`config.mk`:
```
export PLATFORM = sky130hd
export DESIGN_NAME = ena_run_trigger
export DESIGN_NICKNAME = d
export VERILOG_FILES = /design/src/rtl/ena_run_trigger.sv
export SDC_FILE = /design/constraint.sdc
export NUM_CORES = 1
export LEC_CHECK = 0
export ABC_AREA = 1
export CORE_AREA = 2 2 76 93
export DETAILED_ROUTE_END_ITERATION = 16
export DIE_AREA = 0 0 78 95
export HOLD_SLACK_MARGIN = 0.03
export PLACE_DENSITY_LB_ADDON = 0.1
export REMOVE_ABC_BUFFERS = 1
export SYNTH_ARGS = -nofsm -noshare
export SYNTH_HDL_FRONTEND = slang
export SYNTH_SLANG_ARGS = --single-unit
```
`constraint.sdc`:
```
create_clock -name i_clk -period 2.5 [get_ports i_clk]
set_clock_uncertainty 0.2 [all_clocks]
set_input_delay 0.5 -clock i_clk [delete_from_list [all_inputs] [get_ports i_clk]]
set_output_delay 0.5 -clock i_clk [all_outputs]
set_load 0.01 [all_outputs]
```
`src/rtl/ena_run_trigger.sv`:
```
// ---------------------------------------------------------------------------
// ena_run_trigger
//
// Multi-channel run-length trigger. Every channel counts consecutive clock
// cycles on which its enable is sampled high. Once the run reaches the shared
// runtime threshold, the channel raises its trigger. The trigger shape
// depends on the mode:
//   0 = one-shot, 1 = level, 2 = periodic, 3 = reserved (acts as one-shot).
// A sticky hit flag per channel records that a trigger occurred. The
// current run count of every channel is visible on a flat output bus.
//
// Parameters
//   CH      number of independent channels (1..16)
//   CNT_W   width of the threshold and of each per-channel run counter
//
// Ports
//   i_clk       rising-edge clock
//   i_rst       asynchronous, active-high reset
//   i_ena       per-channel enable; bit i feeds channel i
//   i_thresh    run length that fires a trigger, shared by all channels
//   i_mode      trigger mode (see above), sampled every cycle
//   i_hit_clr   per-channel clear of the sticky hit flag
//   o_trigger   per-channel registered trigger
//   o_hit       per-channel sticky hit flag
//   o_run_cnt   per-channel run count; channel i at [i*CNT_W +: CNT_W]
// ---------------------------------------------------------------------------
module ena_run_trigger #(
  parameter int CH    = 4,
  parameter int CNT_W = 8
) (
  input  logic                  i_clk,
  input  logic                  i_rst,
  input  logic [CH-1:0]         i_ena,
  input  logic [CNT_W-1:0]      i_thresh,
  input  logic [1:0]            i_mode,
  input  logic [CH-1:0]         i_hit_clr,
  output logic [CH-1:0]         o_trigger,
  output logic [CH-1:0]         o_hit,
  output logic [CH*CNT_W-1:0]   o_run_cnt
);

  typedef enum logic [1:0] {
    ST_IDLE  = 2'd0,
    ST_COUNT = 2'd1,
    ST_FIRED = 2'd2
  } state_t;

  localparam logic [CNT_W-1:0] CNT_MAX = '1;

  // Mode decode is shared by every channel. Reserved mode 3 falls through to
  // the one-shot behaviour because neither decode is true for it.
  logic w_levelMode;
  logic w_periodicMode;

  assign w_levelMode    = (i_mode == 2'd1);
  assign w_periodicMode = (i_mode == 2'd2);

  genvar g;
  generate
    for (g = 0; g < CH; g++) begin : gChannel

      logic [CNT_W-1:0] r_cnt;
      state_t           r_state;
      logic             r_trig;
      logic             r_hit;

      logic [CNT_W-1:0] w_nxt;
      logic             w_match;
      logic             w_trigNext;

      // Saturating increment. The counter never wraps, so a very long run
      // can never alias back onto a small threshold and fire a second time.
      assign w_nxt = (r_cnt == CNT_MAX) ? r_cnt : (r_cnt + CNT_W'(1));

      // w_nxt is at least 1, so a zero threshold can never match. That
      // disables the channel while still letting it count.
      assign w_match = (w_nxt == i_thresh);

      // The next trigger value is needed twice: once as the registered
      // trigger and once to set the sticky hit flag on the same edge.
      // Level mode only holds a trigger that is already high. Switching into
      // level mode after the fire does not create a new rising edge.
      always_comb begin
        w_trigNext = 1'b0;
        if (i_ena[g]) begin
          case (r_state)
            ST_IDLE, ST_COUNT: w_trigNext = w_match;
            ST_FIRED:          w_trigNext = r_trig && w_levelMode;
            default:           w_trigNext = 1'b0;
          endcase
        end
      end

      // Per-channel FSM with registered trigger, hit flag and counter.
      // A low enable sample discards the run from any state. In periodic
      // mode, the firing edge restarts the count at zero and stays in COUNT.
      // This makes later fires land on every further thresh-th high sample.
      always_ff @(posedge i_clk or posedge i_rst) begin
        if (i_rst) begin
          r_cnt   <= '0;
          r_state <= ST_IDLE;
          r_trig  <= 1'b0;
          r_hit   <= 1'b0;
        end else begin
          r_trig <= w_trigNext;

          if (w_trigNext) begin
            r_hit <= 1'b1;
          end else if (i_hit_clr[g]) begin
            r_hit <= 1'b0;
          end

          if (!i_ena[g]) begin
            r_cnt   <= '0;
            r_state <= ST_IDLE;
          end else begin
            case (r_state)
              ST_IDLE, ST_COUNT: begin
                if (w_match) begin
                  if (w_periodicMode) begin
                    r_cnt   <= '0;
                    r_state <= ST_COUNT;
                  end else begin
                    r_cnt   <= w_nxt;
                    r_state <= ST_FIRED;
                  end
                end else begin
                  r_cnt   <= w_nxt;
                  r_state <= ST_COUNT;
                end
              end
              ST_FIRED: begin
                r_cnt   <= w_nxt;
                r_state <= ST_FIRED;
              end
              default: begin
                r_cnt   <= '0;
                r_state <= ST_IDLE;
              end
            endcase
          end
        end
      end

      assign o_trigger[g]                  = r_trig;
      assign o_hit[g]                      = r_hit;
      assign o_run_cnt[g*CNT_W +: CNT_W]   = r_cnt;

    end
  endgenerate

endmodule
```
== Word level (Yosys, flattened, before mapping) ==
Index checks and enable logic that the tools add are counted.

* Output and inout bits: 40
* Logic and storage cells: 103
* Flip-flop bits (word level): 48
* Input bits: 20

* Eq/ne operators: 18
* Reduce and logical (&&, ||, !) cells: 16
* $add $sub $neg: 4
* Mux-type cells: 49

{| class="wikitable"
|+ Operators by type and width
! operator !! number
|-
| $mux 8 || 16
|-
| $pmux 8 s2 || 4
|-
| $add 8x1->8 const B || 4
|-
| $eq 8x8->1 || 4
|-
| $eq 8x8->1 const B || 4
|-
| $mux 2 || 9
|-
| $pmux 2 s2 || 4
|-
| $mux 1 || 12
|-
| $eq 2x1->1 const B || 5
|-
| $eq 2x2->1 const B || 5
|-
| $logic_not 2->1 || 4
|-
| $pmux 1 s2 || 4
|-
| $reduce_bool 2->1 || 4
|-
| $reduce_or 2->1 || 4
|-
| $logic_and 1x1->1 || 4
|}

== Depth between registers and ports, before layout ==
Gate-level depths: netlist (run 1).

* Word-level depth: 6
* Gate-level depth with buffers: 15
* Mapped depth without buffers: 15

== Least setup slack after synthesis (run 1) ==
No wires, ideal clock.

* Kind: reg-to-reg
* Start: register gChannel[2].r_cnt[0]
* End: register gChannel[2].r_cnt[0]
* Clock period less this slack: 2.073 ns
* Required time: 2.181 ns
* Buffers on the path: 1
* Slack: 0.427 ns
* Library setup time: 0.119 ns
* Cell stages (with the launch flop): 14
* Arrival: 1.754 ns
* Path through: dfrtp_1 > ha_1 > nand3_1 > inv_2 > nand2_2 > buf_6 > nand2_2 > nand3_1 > nand2_1 > nand3_1 > nor2_2 > nand4_1 > nand2_2 > nor2_1

* Longest elaborated chain between the ends: 6
* Elaborated cells between the ends (all ways): 8
* Classes of those cells: add/sub (1); eq/ne (2); mux (5)

{| class="wikitable"
|+ Ends and longest elaborated chain
! what !! RTL line !! text
|-
| start: declaration || 62 || <nowiki>logic [CNT_W-1:0] r_cnt;</nowiki>
|-
| start signal: assignment || 124 || <nowiki>r_cnt <= w_nxt;</nowiki>
|-
| start signal: assignment || 128 || <nowiki>r_cnt <= w_nxt;</nowiki>
|-
| start signal: assignment || 133 || <nowiki>r_cnt <= w_nxt;</nowiki>
|-
| $add 8x1->8 or $eq 8x8->1 (tied branches) || 73 || <nowiki>assign w_nxt = (r_cnt == CNT_MAX) ? r_cnt : (r_cnt + CNT_W'(1));</nowiki>
|-
| $mux 8 (*) || 73 ||
|-
| $eq 8x8->1 or $mux 8 (tied branches) || 77, 120 ||
|-
| $mux 8 || 119 || <nowiki>if (w_match) begin</nowiki>
|-
| $pmux 8 s2 (*) || 117 || <nowiki>case (r_state)</nowiki>
|-
| $mux 8 (*) || 113 || <nowiki>if (!i_ena[g]) begin</nowiki>
|}

Mark *: on every way between the ends. The rest lies on a longest branch, timed or not.
A chain may end at the register's enable or synchronous reset.

== Worst setup path after layout (run 1) ==
* Start: register gChannel[2].r_cnt[1]
* End: register gChannel[2].r_cnt[7]

Same word-level chain as after synthesis.

==> results of run 1 <==
==> power by group through the flow <==
stage | Clock, mW | Combinational, mW | Sequential [mW]
floorplan | 0 | 0.157 | 0.842
global placement | 0 | 0.303 | 0.836
detailed placement | 0 | 0.304 | 0.836
CTS | 0.521 | 0.306 | 0.821
global route | 0.550 | 0.342 | 0.826
finish | 0.504 | 0.304 | 0.821
==> repair_timing <==
item	CTS	global route
endpoints found under the hold margin	0	0
gates resized for setup	0	1
endpoints found under the setup margin	0	8
==> stage by stage <==
| stage | area, µm² | std cells |
|---|---|---|
| 2_1_floorplan | 3260 | 505 |
| 4_1_cts | 4140 | 667 |
| 6_report | 4140 | 667 |
| 3_5_place_dp | 4040 | 660 |
| 5_1_grt | 4140 | 667 |
| 3_3_place_gp | 4040 | 660 |
==> layout make-up <==
class                      instances  area [µm²]
tap                               87         109
inverter                          82         308
clock buffer                       7        96.3
fill                             650        2470
sequential                        48        1200
timing repair buffer              68         671
multi-input combinational        375        1750
==> critical path, cell delays in order (launching register included) <==
cell and delay [ps]:
dfrtp_1 400, ha_2 260, nand3_1 130, inv_2 110, nand2_2 160, nand2_1 170, xor2_1 150, nand2_1 80
nor2_2 150, nand4_1 140, nand2_2 180, nor2_1 60
==> kinds of logic (layout without fill, tap and decap cells) <==
group / after synthesis / in the layout / share of synthesized area (%)
fa+ha+maj: 4 / 4 / 1.49
compound gates: 18 / 18 / 3.35
flops: 48 / 48 / 35.8
xor+xnor: 5 / 5 / 1.30
simple gates: 348 / 348 / 46.0
buf+inv: 95 / 157 / 12.1
==> final timing paths <==
| check | startpoint | end | depth (start not counted) |
|---|---|---|---|
| min in group asynchronous | i_rst | gChannel[0].r_cnt[1] | 2 |
| min | gChannel[0].r_hit | gChannel[0].r_hit | 2 |
| max in group asynchronous | i_rst | gChannel[3].r_cnt[0] | 3 |
| max reg2reg | gChannel[2].r_cnt[1] | gChannel[2].r_cnt[7] | 11 |
| min reg2reg | gChannel[0].r_hit | gChannel[0].r_hit | 2 |
| max | gChannel[2].r_cnt[1] | gChannel[2].r_cnt[7] | 11 |
==> state kept, by name, summed over array words and instances (netlist names) <==
register and cells:
gChannel.r_cnt 32, gChannel.r_state 8, gChannel.r_hit 4, gChannel.r_trig 4
==> cells in the final DEF, fill, tap and decap left out <==
| cell | synthesis | layout |
|---|---|---|
| nor2_1 | 56 | 56 |
| inv_2 | 2 | 3 |
| ha_1 | 4 | 3 |
| o211ai_1 | 1 | 1 |
| nand2_1 | 179 | 179 |
| a21boi_1 | 4 | 4 |
| nand2_2 | 13 | 13 |
| ha_2 | 0 | 1 |
| o21ai_0 | 4 | 4 |
| nor2_4 | 5 | 5 |
| xor2_1 | 1 | 1 |
| nand3_2 | 2 | 2 |
| inv_1 | 80 | 79 |
| nand3_1 | 71 | 71 |
| xnor2_1 | 4 | 4 |
| nand4_1 | 10 | 10 |
| buf_4 | 8 | 8 |
| nor2_2 | 6 | 6 |
| dfrtp_1 | 48 | 48 |
| clkdlybuf4s50_1 | 0 | 59 |
| nand3b_1 | 5 | 5 |
| clkbuf_8 | 0 | 7 |
| a21oi_1 | 5 | 5 |
| nand2_4 | 1 | 1 |
| o21bai_1 | 4 | 4 |
| buf_12 | 0 | 1 |
==> layer usage <==
layer / wire length (µm) / GRT usage, % / up-vias
met2: 4200 / 43.0 / 101
met5: 0 / 0 / -
met4: 223 / 7.60 / 0
li1: - / - / 1719
met1: 3890 / 32.2 / 1481
met3: 445 / 3.06 / 17
==> flow_metrics.py, run 1 <==
metrics = {
    "run_status": {
        "run_status": "completed",
    },
    "power_and_ir_drop": {
        "p_sw_mw": 0.451,
        "ir_drop_mv": 0.358,
        "p_clk_share_pct": 30.9,
        "swShare_pct": 27.7,
        "powerDensity_nw_per_um2": 394,
        "power.internal_mw": 1.18,
        "total_power_mw": 1.63,
        "combPwrFrac_pct": 18.7,
        "seqPwrFrac_pct": 50.4,
        "p_leak_nw": 2.11,
    },
    "sta": {
        "drv_slew": 0,
        "whs_ps": 288,
        "setup_viol": 0,
        "fin_crit_sh_pct": 92.6,
        "finalWorstSetupSlack_ps": 185,
        "worst_slew_pin_slew_ps": 551,
        "slew_headroom_pct": 63.2,
        "min_period_ps": 2310,
        "finalHoldViolCount": 0,
        "totalNegativeSetupSlack_ps": 0,
        "rsz0062_at_grt": "no",
        "max_freq_mhz": 432,
    },
    "floorplanning": {
        "coreArea_um2": 6610,
        "die-area_um2": 7410,
        "rows": 33,
        "die_h_um": 95,
        "num_io_pins": 60,
        "die_x_um": 78,
        "initial_core_util_pct": 50.8,
    },
    "finish": {
        "drive_gt1_share_pct": 8.10,
        "diodes": 0,
        "syn_to_final_growth_pct": 23.3,
        "nNetsFinal": 604,
        "final_util_pct": 62.6,
    },
    "place": {
        "gp_congestion": 0.852,
        "dp_hpwl_um": 6650,
        "portBuffers": 59,
        "dpl_worst_slack_ps": -49.1,
    },
    "logic_synthesis": {
        "netlist_instances": 518,
        "synthArstFlopShare_pct": 100,
        "synth-seq-cells": 48,
        "yosys_warnings": 0,
        "yosysMostFrequentCell": "nand2_1",
        "synth_edf_count": 0,
        "avgSynthCellArea_um2": 6.48,
        "ys.flop_type": "dfrtp_1",
        "yosys.area.top_type": "dfrtp_1",
        "synth_top_area_share_pct": 35.8,
        "syn_area_um2": 3360,
        "synth.top_cells.by_area": "dfrtp_1, nand2_1, nand3_1",
        "ys_top_cells_by_count": "nand2_1, inv_1, nand3_1",
        "yosysSeqAreaShare_pct": 35.8,
        "ys_types": 24,
    },
    "drt": {
        "drt_wl_total_um": 8770,
        "ant_nets": 0,
        "dr_total_vias": 3318,
        "post-route-drc-count": 0,
        "routed_via_density": 4.97,
        "wl_per_cell_um": 13.1,
        "first_iter_violations": 155,
        "firstDrtPassIters": 4,
    },
    "global_routing": {
        "overflow": 0,
        "grt_pass1_wl_um": 14300,
        "antenna_found_initial": 0,
        "grt_max_degree": 26,
        "grt_usage_pct": 24.7,
        "first_global_vias": 3071,
    },
    "setup_path": {
        "path_class": "flip-flop to flip-flop",
        "cp_max_fo": 12,
        "r2r_slack_ps": 190,
        "arrival_ps": 2300,
        "required_ps": 2490,
        "cp-start-kind": "flip-flop",
        "crit_path_end_kind": "flip-flop",
    },
    "run": {
        "cap_violations": 0,
    },
    "clock_tree": {
        "path_clk_slew_ps": 90,
        "cts_hold_buffers": 0,
        "cts_max_path_buffers": 2,
        "cts_tree": "yes",
        "clock_latency_ps": 300,
        "cts_buffers": 5,
        "postCtsSetupRepairBufs": 0,
        "clock-root-buffer": "clkbuf_8",
        "clkSinkCount": 48,
        "htreeDepth": 2,
    },
    "hold_path": {
        "hp-class": "flip-flop to flip-flop",
    },
}
Power figures use the tool's default switching activity.
==> run 2: changes to the inputs <==
- HOLD_SLACK_MARGIN: 0.03 -> 0.02
==> results of run 2 <==
The final DEF is identical to that of run 1; final timing and power are the same.
